==> config.mk <==
export PLATFORM = sky130hd
export DESIGN_NAME = alu_seq_ctrl_flat
export DESIGN_NICKNAME = d
export VERILOG_FILES = /design/src/rtl/alu_seq_ctrl_pkg.sv /design/src/rtl/alu_seq_ctrl_if.sv /design/src/rtl/alu_seq_ctrl_btn_conditioner.sv /design/src/rtl/alu_seq_ctrl.sv /design/src/flat_wrapper.sv
export SDC_FILE = /design/constraint.sdc
export NUM_CORES = 1
export LEC_CHECK = 0
export ABC_AREA = 1
export BUFFER_PORTS_ARGS = -buffer_cell sky130_fd_sc_hd__buf_2
export CORE_MARGIN = 2
export CORE_UTILIZATION = 40
export CTS_BUF_LIST = sky130_fd_sc_hd__clkbuf_2 sky130_fd_sc_hd__clkbuf_4 sky130_fd_sc_hd__clkbuf_8
export CTS_CLUSTER_SIZE = 25
export DETAILED_ROUTE_END_ITERATION = 12
export PLACE_DENSITY = 0.55
export SLEW_MARGIN = 0
export SYNTH_ARGS = -nofsm -noshare
export SYNTH_HDL_FRONTEND = slang
export SYNTH_SLANG_ARGS = --single-unit
==> constraint.sdc <==
create_clock -name i_clock -period 3.1 [get_ports i_clock]
set_input_delay 0.155 -clock i_clock [delete_from_list [all_inputs] [get_ports i_clock]]
set_output_delay 0.155 -clock i_clock [all_outputs]
set_load 0.01 [all_outputs]
==> src/rtl/alu_seq_ctrl_pkg.sv <==
`default_nettype none
// ============================================================================
// Module   : alu_seq_ctrl_pkg
// Brief    : Shared constants for the switch/button ALU sequencer: opcode
//            encodings, FSM state encodings, flag bit positions and an
//            opcode-validity helper.
// Revision : 1.0 - initial release
// ============================================================================
package alu_seq_ctrl_pkg;

  // Opcode encodings, taken from i_switch[5:0]
  localparam logic [5:0] c_op_add = 6'b100000;
  localparam logic [5:0] c_op_sub = 6'b100010;
  localparam logic [5:0] c_op_and = 6'b100100;
  localparam logic [5:0] c_op_or  = 6'b100101;
  localparam logic [5:0] c_op_xor = 6'b100110;
  localparam logic [5:0] c_op_sra = 6'b000011;
  localparam logic [5:0] c_op_srl = 6'b000010;
  localparam logic [5:0] c_op_nor = 6'b100111;

  // FSM state encodings (also exported on o_state)
  localparam int         c_st_w   = 2;
  localparam logic [1:0] c_st_a   = 2'b00;
  localparam logic [1:0] c_st_b   = 2'b01;
  localparam logic [1:0] c_st_op  = 2'b10;
  localparam logic [1:0] c_st_run = 2'b11;

  // Bit positions inside o_flags = {overflow, zero, carry}
  localparam int c_flag_carry = 0;
  localparam int c_flag_zero  = 1;
  localparam int c_flag_ovf   = 2;

  // True when the 6-bit code is one of the supported operations
  function automatic logic op_is_valid(input logic [5:0] op);
    case (op)
      c_op_add, c_op_sub, c_op_and, c_op_or,
      c_op_xor, c_op_sra, c_op_srl, c_op_nor: op_is_valid = 1'b1;
      default:                                op_is_valid = 1'b0;
    endcase
  endfunction

endpackage : alu_seq_ctrl_pkg
`default_nettype wire

==> src/rtl/alu_seq_ctrl_if.sv <==
`default_nettype none
// ============================================================================
// Module   : alu_seq_ctrl_if
// Brief    : Board-side bundle for the ALU sequencer: switches and buttons in,
//            LEDs, flags and status out. master = board side, slave = block.
// Revision : 1.0 - initial release
// ============================================================================
interface alu_seq_ctrl_if
  import alu_seq_ctrl_pkg::*;
#(
  parameter int N_BITS = 8
);
  logic [N_BITS-1:0] i_switch;
  logic [2:0]        i_boton;
  logic [N_BITS-1:0] o_leds;
  logic [2:0]        o_flags;
  logic              o_valid;
  logic              o_err;
  logic [c_st_w-1:0] o_state;

  modport master (
    output i_switch, i_boton,
    input  o_leds, o_flags, o_valid, o_err, o_state
  );

  modport slave (
    input  i_switch, i_boton,
    output o_leds, o_flags, o_valid, o_err, o_state
  );
endinterface : alu_seq_ctrl_if
`default_nettype wire

==> src/rtl/alu_seq_ctrl_btn_conditioner.sv <==
`default_nettype none
// ============================================================================
// Module   : alu_seq_ctrl_btn_conditioner
// Brief    : One push-button: 2-FF synchroniser, optional counter debouncer,
//            rising-edge detector producing a single-cycle pulse.
//            Optional feature macro: ALU_DEBOUNCE_EN (debouncer built only
//            when defined; DB_CYCLES is otherwise ignored).
// Revision : 1.0 - initial release
// ============================================================================
module alu_seq_ctrl_btn_conditioner #(
  parameter int DB_CYCLES = 4
) (
  input  wire logic i_clock,
  input  wire logic i_reset,
  input  wire logic i_btn,
  output logic      o_pulse
);

  logic r_sync0;
  logic r_sync1;
  logic r_prev;
  logic r_pulse;
  logic w_level;

  // Two-flop synchroniser for the asynchronous button input
  always_ff @(posedge i_clock or posedge i_reset) begin
    if (i_reset) begin
      r_sync0 <= 1'b0;
      r_sync1 <= 1'b0;
    end else begin
      r_sync0 <= i_btn;
      r_sync1 <= r_sync0;
    end
  end

`ifdef ALU_DEBOUNCE_EN
  localparam int c_cnt_w = $clog2(DB_CYCLES + 1);

  logic [c_cnt_w-1:0] r_cnt;
  logic               r_stable;

  // Accept a new level only after DB_CYCLES consecutive differing samples
  always_ff @(posedge i_clock or posedge i_reset) begin
    if (i_reset) begin
      r_cnt    <= '0;
      r_stable <= 1'b0;
    end else if (r_sync1 == r_stable) begin
      r_cnt <= '0;
    end else if (r_cnt == c_cnt_w'(DB_CYCLES - 1)) begin
      r_stable <= r_sync1;
      r_cnt    <= '0;
    end else begin
      r_cnt <= r_cnt + 1'b1;
    end
  end

  assign w_level = r_stable;
`else
  assign w_level = r_sync1;
`endif

  // Registered rising-edge detect: a held button yields exactly one pulse
  always_ff @(posedge i_clock or posedge i_reset) begin
    if (i_reset) begin
      r_prev  <= 1'b0;
      r_pulse <= 1'b0;
    end else begin
      r_prev  <= w_level;
      r_pulse <= w_level & ~r_prev;
    end
  end

  assign o_pulse = r_pulse;

endmodule : alu_seq_ctrl_btn_conditioner
`default_nettype wire

==> src/rtl/alu_seq_ctrl.sv <==
`default_nettype none
// ============================================================================
// Module   : alu_seq_ctrl
// Brief    : Button-sequenced ALU wrapper. Loads A, B and opcode from the
//            switches under FSM control, runs a combinational ALU and
//            registers result and {overflow, zero, carry} onto the LEDs.
//            Optional feature macro: ALU_DEBOUNCE_EN (button debouncing).
// Revision : 1.0 - initial release
// ============================================================================
module alu_seq_ctrl
  import alu_seq_ctrl_pkg::*;
#(
  parameter int N_BITS    = 8,
  parameter int DB_CYCLES = 4
) (
  input  wire logic     i_clock,
  input  wire logic     i_reset,
  alu_seq_ctrl_if.slave bus
);

  logic [2:0]        w_pulse;
  logic              w_pa;
  logic              w_pb;
  logic              w_pop;
  logic [5:0]        w_sw_op;
  logic              w_op_ok;

  logic [N_BITS-1:0] r_a;
  logic [N_BITS-1:0] r_b;
  logic [5:0]        r_op;
  logic [c_st_w-1:0] r_state;
  logic              r_err;

  logic [N_BITS-1:0] r_leds;
  logic [2:0]        r_flags;
  logic              r_valid;

  logic [N_BITS:0]   w_sum;
  logic [N_BITS:0]   w_diff;
  logic [N_BITS-1:0] w_res;
  logic [2:0]        w_flags;

  for (genvar gi = 0; gi < 3; gi++) begin : g_btn
    alu_seq_ctrl_btn_conditioner #(
      .DB_CYCLES (DB_CYCLES)
    ) u_btn (
      .i_clock (i_clock),
      .i_reset (i_reset),
      .i_btn   (bus.i_boton[gi]),
      .o_pulse (w_pulse[gi])
    );
  end

  // Same-cycle pulses resolve as A over B over opcode
  assign w_pa    = w_pulse[0];
  assign w_pb    = w_pulse[1] & ~w_pulse[0];
  assign w_pop   = w_pulse[2] & ~w_pulse[1] & ~w_pulse[0];
  assign w_sw_op = bus.i_switch[5:0];
  assign w_op_ok = op_is_valid(w_sw_op);

  // Load sequencer: operand/opcode registers follow the FSM transitions
  always_ff @(posedge i_clock or posedge i_reset) begin
    if (i_reset) begin
      r_a     <= '0;
      r_b     <= '0;
      r_op    <= '0;
      r_err   <= 1'b0;
      r_state <= c_st_a;
    end else begin
      case (r_state)
        c_st_a: begin
          if (w_pa) begin
            r_a     <= bus.i_switch;
            r_state <= c_st_b;
          end
        end
        c_st_b: begin
          if (w_pa) begin
            r_a <= bus.i_switch;
          end else if (w_pb) begin
            r_b     <= bus.i_switch;
            r_state <= c_st_op;
          end
        end
        c_st_op: begin
          if (w_pa) begin
            r_a     <= bus.i_switch;
            r_state <= c_st_b;
          end else if (w_pop) begin
            if (w_op_ok) begin
              r_op    <= w_sw_op;
              r_err   <= 1'b0;
              r_state <= c_st_run;
            end else begin
              r_err <= 1'b1;
            end
          end
        end
        default: begin
          if (w_pa) begin
            r_a     <= bus.i_switch;
            r_state <= c_st_b;
          end else if (w_pb) begin
            r_b <= bus.i_switch;
          end else if (w_pop) begin
            if (w_op_ok) begin
              r_op  <= w_sw_op;
              r_err <= 1'b0;
            end else begin
              r_err <= 1'b1;
            end
          end
        end
      endcase
    end
  end

  assign w_sum  = {1'b0, r_a} + {1'b0, r_b};
  assign w_diff = {1'b0, r_a} - {1'b0, r_b};

  // Combinational ALU; the top bit of w_diff is the unsigned borrow
  always_comb begin
    w_res   = '0;
    w_flags = '0;
    case (r_op)
      c_op_add: begin
        w_res                 = w_sum[N_BITS-1:0];
        w_flags[c_flag_carry] = w_sum[N_BITS];
        w_flags[c_flag_ovf]   = (r_a[N_BITS-1] == r_b[N_BITS-1]) &&
                                (w_res[N_BITS-1] != r_a[N_BITS-1]);
      end
      c_op_sub: begin
        w_res                 = w_diff[N_BITS-1:0];
        w_flags[c_flag_carry] = w_diff[N_BITS];
        w_flags[c_flag_ovf]   = (r_a[N_BITS-1] != r_b[N_BITS-1]) &&
                                (w_res[N_BITS-1] != r_a[N_BITS-1]);
      end
      c_op_and: w_res = r_a & r_b;
      c_op_or:  w_res = r_a | r_b;
      c_op_xor: w_res = r_a ^ r_b;
      c_op_nor: w_res = ~(r_a | r_b);
      c_op_srl: begin
        if (r_b >= N_BITS'(N_BITS)) w_res = '0;
        else                        w_res = r_a >> r_b;
      end
      c_op_sra: begin
        if (r_b >= N_BITS'(N_BITS)) w_res = {N_BITS{r_a[N_BITS-1]}};
        else                        w_res = $unsigned($signed(r_a) >>> r_b);
      end
      default: w_res = '0;
    endcase
    w_flags[c_flag_zero] = (w_res == '0);
  end

  // Output registers: refresh only while running, otherwise hold
  always_ff @(posedge i_clock or posedge i_reset) begin
    if (i_reset) begin
      r_leds  <= '0;
      r_flags <= '0;
      r_valid <= 1'b0;
    end else begin
      r_valid <= (r_state == c_st_run);
      if (r_state == c_st_run) begin
        r_leds  <= w_res;
        r_flags <= w_flags;
      end
    end
  end

  assign bus.o_leds  = r_leds;
  assign bus.o_flags = r_flags;
  assign bus.o_valid = r_valid;
  assign bus.o_err   = r_err;
  assign bus.o_state = r_state;

endmodule : alu_seq_ctrl
`default_nettype wire

==> src/flat_wrapper.sv <==
// flat-port wrapper written by rule: the top's interface ports become plain ports
module alu_seq_ctrl_flat import alu_seq_ctrl_pkg::*;
#(
  parameter int N_BITS    = 8,
  parameter int DB_CYCLES = 4
)
  (i_clock, i_reset, bus_i_switch, bus_i_boton, bus_o_leds, bus_o_flags, bus_o_valid, bus_o_err, bus_o_state);
  alu_seq_ctrl_if #(.N_BITS(N_BITS)) bus_i ();
  input  wire logic i_clock;
  input  wire logic i_reset;
  input wire logic [$bits(bus_i.i_switch)-1:0] bus_i_switch;
  input wire logic [$bits(bus_i.i_boton)-1:0] bus_i_boton;
  output wire logic [$bits(bus_i.o_leds)-1:0] bus_o_leds;
  output wire logic [$bits(bus_i.o_flags)-1:0] bus_o_flags;
  output wire logic [$bits(bus_i.o_valid)-1:0] bus_o_valid;
  output wire logic [$bits(bus_i.o_err)-1:0] bus_o_err;
  output wire logic [$bits(bus_i.o_state)-1:0] bus_o_state;
  assign bus_i.i_switch = bus_i_switch;
  assign bus_i.i_boton = bus_i_boton;
  assign bus_o_leds = bus_i.o_leds;
  assign bus_o_flags = bus_i.o_flags;
  assign bus_o_valid = bus_i.o_valid;
  assign bus_o_err = bus_i.o_err;
  assign bus_o_state = bus_i.o_state;
  alu_seq_ctrl #(.N_BITS(N_BITS), .DB_CYCLES(DB_CYCLES)) u_core (.i_clock(i_clock), .i_reset(i_reset), .bus(bus_i));
endmodule
== After elaboration in Yosys (flattened, before gate mapping) ==
Cells that the tools add are included.

* Register bits after elaboration: 49
* Bits of input ports: 13
* Logic and storage cells: 106

* $add $sub $neg: 2
* Order comparisons: 1
* Equal/unequal tests: 28
* Shifts and indexed selects: 2
* Muxes and demuxes: 25
* Bitwise gates (word level): 17
* Reduce and logical (&&, ||, !) cells: 11

{| class="wikitable"
|+ Operator list
! kind !! count
|-
| equality test 6 bit, second input constant || 12
|-
| case mux 8 bit (8 select lines) || 1
|-
| two-way mux 6 bit || 5
|-
| equality test 6 x 2 -> 1 bit, second input constant || 4
|-
| two-way mux 8 bit || 2
|-
| two-way mux 2 bit || 6
|-
| case mux 6 bit (2 select lines) || 1
|-
| adder 8 x 8 -> 9 bit || 1
|-
| subtractor 8 x 8 -> 9 bit || 1
|-
| AND 8 bit || 1
|-
| >= comparator 8 x 4 -> 1 bit, second input constant || 1
|-
| logical NOT 8 bit || 1
|-
| NOT 8 bit || 1
|-
| bitwise OR 8 bit || 1
|-
| OR reduction 8 bit || 1
|-
| >> shifter 8 x 8 -> 8 bit || 1
|-
| >>> shifter 8 x 8 -> 8 bit || 1
|-
| bitwise XOR 8 bit || 1
|-
| NOT 1 bit || 7
|-
| AND 1 bit || 6
|-
| two-way mux 1 bit || 6
|-
| != test 3 x 2 -> 1 bit, second input constant || 2
|-
| case mux 1 bit (2 select lines) || 3
|-
| AND reduction 3 bit || 2
|-
| other kinds (12) || 18
|}

== Longest topological paths before layout ==
* Word-level depth: 8
* Depth in mapped cells: 18

== Cells and area by module ==
From an unflattened synthesis, not the netlist that was laid out.

* Cell total of the unflattened synthesis: 548
* Area, all modules: 3784.9 µm²

{| class="wikitable"
|+ Modules (own cells, without submodules)
! module !! instances !! cells an instance !! area each (µm²)
|-
| alu_seq_ctrl || 1 || 527 || 3443.3
|-
| alu_seq_ctrl_btn_conditioner || 3 || 7 || 113.9
|}

== Worst setup path after synthesis ==
Ideal clock, no wire load.

* Path kind: reg2reg
* From: register u_core.r_b[1]
* To: register u_core.r_flags[1] (netlist: u_core.bus.o_flags[1])
* Setup time: 66 ps
* Data arrival time: 2058 ps
* Required time: 3034 ps
* Slack: 976 ps
* Stages on the path, launching flop included: 18
* Buffers on the path: 1
* Path through: dfrtp_1 buf_4 clkinv_1 ha_1 nand2_1 inv_1 nand2_1 nand2_1 nand2_1 nand2_1 nand2_1 nand3_1 nand3_1 nor2_1 nand2_1 nor2_1 nand3_1 nand2_1

* Longest elaborated chain between the ends: 4

{| class="wikitable"
|+ RTL lines
! what !! RTL line !! source
|-
| start, declared || alu_seq_ctrl.sv:29 || <nowiki>logic [N_BITS-1:0] r_b;</nowiki>
|-
| start signal, assigned || alu_seq_ctrl.sv:81 || <nowiki>r_b <= bus.i_switch;</nowiki>
|-
| start signal, assigned || alu_seq_ctrl.sv:104 || <nowiki>r_b <= bus.i_switch;</nowiki>
|-
| >= comparator 8 x 4 -> 1 bit (tied with other cells) || alu_seq_ctrl.sv:143, alu_seq_ctrl.sv:147 ||
|-
| two-way mux 8 bit (tied with other cells) || alu_seq_ctrl.sv:147 || <nowiki>if (r_b >= N_BITS'(N_BITS)) w_res = {N_BITS{r_a[N_BITS-1]}};</nowiki>
|-
| case mux 8 bit (8 select lines) (*) || alu_seq_ctrl.sv:125 || <nowiki>case (r_op)</nowiki>
|-
| logical NOT 8 bit (*) || alu_seq_ctrl.sv:152 || <nowiki>w_flags[c_flag_zero] = (w_res == '0);</nowiki>
|-
| end signal, assigned || alu_seq_ctrl.sv:165 || <nowiki>r_flags <= w_flags;</nowiki>
|-
| end, declared || alu_seq_ctrl.sv:35 || <nowiki>logic [2:0] r_flags;</nowiki>
|}

Every way passes the cells marked *; elsewhere a longest branch is shown, timed or not.
A chain may end at the register's enable or synchronous reset.

== Worst setup path after layout ==
* From: register u_core.r_b[2]
* To: register u_core.r_flags[1] (netlist: u_core.bus.o_flags[1])

Same word-level chain as after synthesis.

==> run metrics <==
result of the run=finished clean; total routing usage reported by global routing=roughly 22%; Max IR drop VDD=between 0.0003 and 0.0004 V; TritonCTS clock tree=yes; mean area per synthesized cell=7.11 um2; total of buffers placed on input and output ports=27; cell count after synthesis=about 540; type of the setup path with the least slack=flop to flop; Post-synth ARST share=100%; final design utilization=between 40% and 50%; maximum number of pins on one net before global-route repair=50; number of setup violations in the final report=0; DPL Wire Length=approximately 8700 um; first-pass iteration count of the detailed router=5; final net count=approximately 600; Die Wd=about 100 um; grt total ovfl=0; Skew-Pair Late Insertion Delay=around 0.31 ns; peak fanout along the critical path=9; final critical-path share of the clock period=a little over four fifths; share of final-layout standard cells stronger than drive strength 1=13.8%; final sum of negative setup slack=0 ns; worst slew slack as a fraction of its limit=32.7%; EDFF count, synth=0; vias in the first global route=between 3,000 and 4,000; number of antenna violations at the first check in global routing=0; count of state elements after synthesis=a little under 50; Longest Clk Path Bufs=2; kind of end point of the critical path=flop; drt first-iter violations=340; CTS HTree Levels=2; Final Hold Fails=0; average via count per standard cell=about 5.3; final setup margin=slightly below 0.5 ns; unrepaired setup endpoints after global routing=no; average detailed-routed wire length per instance=around 15 um; final-layout fill cell count=975; Register-to-Register Path Depth=16; global placement routability congestion=0.953; ANT cells=0; number of slew-limit violations in the final report=0; total clock sinks=slightly below 50; worst setup timing slack at the placement stage=~0.56 ns; Critical Path, Cell by Cell=inv_1 -> ha_1 -> nand2_1 -> nand2_1 -> inv_1 -> nand2_1 -> nand2_1 -> nand2_1 -> nand2_1 -> nand3_1 -> nand3_1 -> nor2_1 -> nand2_1 -> nor2_1 -> nand3_1 -> nand2_1; worst min-delay path category=input port to flop; number of remaining DRC errors=0; Syn Std Cell Area=around 0.0039 mm2; clock skew=around 0.0076 ns; Power Dens Cells=730 mW/mm2; cell depth of the worst min-delay path=3; Worst-Margin Slew=approximately 1.0 ns; top library cells by usage in the layout, fill and taps aside=sky130_fd_sc_hd__nand2_1 (121), sky130_fd_sc_hd__nand3_1 (70), sky130_fd_sc_hd__inv_1 (62); highest-delay cell along the critical path=sky130_fd_sc_hd__dfrtp_1; Routed Wire Length=~11,000 um; clock slew at the register clock pins of the worst setup and hold paths=roughly 0.1 ns; number of violations of the max-capacitance limit=0; minimum clock period=about 2.6 ns; highest achievable clock rate=between 300 and 400 MHz; leakage power summed over all cells=between 2 and 2.5 nW; number of warnings reported in the yosys synthesis log=0; proportion of synthesized chip area in sequential cells=a little under a third; die area=0.0105 mm2; clk root buf=sky130_fd_sc_hd__clkbuf_8; area grow syn2layout=9.58%; CP dominant cell by count=sky130_fd_sc_hd__nand2_1; number of unique standard cell types used by synthesis=37; initial cell density of the core=41.4%; most common cell after layout, fill and taps aside=sky130_fd_sc_hd__nand2_1; boundary pin count=28; Worst Setup Start Kind=flop; remaining number of nets flagged by the antenna check after routing=0; overall die height=roughly 100 um; top flip-flop cell by instance count after synthesis=sky130_fd_sc_hd__dfrtp_1; wire length of the first global-routing pass=17,700 um; worst path required time=between 3 and 4 ns; CTS buffer count=5; arrival time at the worst endpoint=2.87 ns; Post-Syn Nets=589; placement row count=35; Max stage delay on crit path=0.59 ns; vias post-DR=about 3,700; Core Box Area=0.00933 mm2
through the flow:
step	power (mW)	hold slack (ns)	std cells	cell area (um2)
2_1_floorplan	2.24	0.186	544	3870
3_3_place_gp	2.66	0.264	690	4110
3_5_place_dp	2.66	0.264	690	4110
4_1_cts	3.08	0.0597	701	4240
5_1_grt	3.37	0.0987	701	4240
6_report	3.09	0.0696	701	4240
cell families (layout without fill, tap and decap cells):
logic type      after synthesis  in the layout  share of synthesized area [%]
compound gates               68             68                           9.32
fa+ha+maj                    32             32                           10.7
buf+inv                      87            115                           9.09
simple gates                305            305                           38.4
xor+xnor                      3              3                          0.680
flops                        49             49                           31.7
sequential cells by signal, indices dropped and copies added, names as in the netlist:
register	count
u_core.bus.o_valid	1
u_core.g_btn.u_btn.r_prev	3
u_core.r_a	8
u_core.bus.o_err	1
u_core.r_b	8
u_core.g_btn.u_btn.r_sync0	3
u_core.bus.o_state	2
u_core.bus.o_leds	8
u_core.r_op	6
u_core.bus.o_flags	3
u_core.g_btn.u_btn.o_pulse	3
u_core.g_btn.u_btn.r_sync1	3
cell type report:
class                           instances  area, um2  share of cell area, %
Clock inverter                          3       26.3                  0.620
Clock buffer                            5       68.8                   1.62
Sequential cell                        49       1230                   28.9
Inverter                               74        278                   6.56
Multi-Input combinational cell        408       2290                   54.0
Timing Repair Buffer                   33        188                   4.43
Tap cell                              129        161                   3.81
layer usage:
metal	global-route usage, %	vias to the layer above	routed length, um
met2	36.4	145	5010
li1	-	1808	-
met3	2.12	16	573
met1	31.3	1734	5050
met4	7.49	0	217
met5	0	-	0
worst max-delay path, delay by kind of cell, from the launching register on:
family                   cells  cell delay [ns]
AND/OR/NAND/NOR             13             1.13
buffers and inverters        2             0.29
flip-flops                   1             0.59
adder cells (fa/ha/maj)      1             0.55
repair_timing:
action	in CTS	in global routing
hold buffers	3	0
endpoints found under the hold margin	3	0
buffers inserted	0	0
gates resized for setup	0	0
cell usage after synthesis, types with 4 or more instances:
cell	n	area share, %
sky130_fd_sc_hd__inv_2	9	0.87
sky130_fd_sc_hd__ha_1	30	9.7
sky130_fd_sc_hd__nor2_8	4	2.1
sky130_fd_sc_hd__o21ai_0	34	4.4
sky130_fd_sc_hd__nand2_4	4	1.2
sky130_fd_sc_hd__dfrtp_1	49	32
sky130_fd_sc_hd__nor2_4	4	1.2
sky130_fd_sc_hd__inv_1	63	6.1
sky130_fd_sc_hd__nand3b_1	4	0.78
sky130_fd_sc_hd__nand4_1	17	2.8
sky130_fd_sc_hd__nand2_2	5	0.81
sky130_fd_sc_hd__nand3_1	70	9.1
sky130_fd_sc_hd__buf_4	6	1.2
sky130_fd_sc_hd__a21oi_1	21	2.7
sky130_fd_sc_hd__nor2_1	55	5.3
sky130_fd_sc_hd__nand2_1	121	12
sky130_fd_sc_hd__nor3_1	5	0.65
sky130_fd_sc_hd__o21ai_1	5	0.65
sky130_fd_sc_hd__nor2_2	9	1.5
power breakdown:
group / internal [mW] / switching (mW) / total, mW
combinational: 0.547 / 1.13 / 1.68
clock: 0.165 / 0.238 / 0.403
sequential: 0.786 / 0.227 / 1.01
path summary, 6_finish.rpt:
kind,startpoint,end,slack [ns]
setup / recovery,u_core.r_b[2]$_DFFE_PP0P_,u_core.bus.o_flags[1]$_DFFE_PP0P_,0.48
setup reg to reg,u_core.r_b[2]$_DFFE_PP0P_,u_core.bus.o_flags[1]$_DFFE_PP0P_,0.48
hold reg to reg,u_core.g_btn[1].u_btn.r_sync0$_DFF_PP0_,u_core.g_btn[1].u_btn.r_sync1$_DFF_PP0_,0.36
hold / removal,bus_i_switch[6],u_core.r_a[6]$_DFFE_PP0P_,0.07
min in group asynchronous,i_reset,u_core.bus.o_state[0]$_DFFE_PP0P_,0.08
max in group asynchronous,i_reset,u_core.r_b[0]$_DFFE_PP0P_,2.40
No activity file was read; power rests on OpenSTA's default activity.
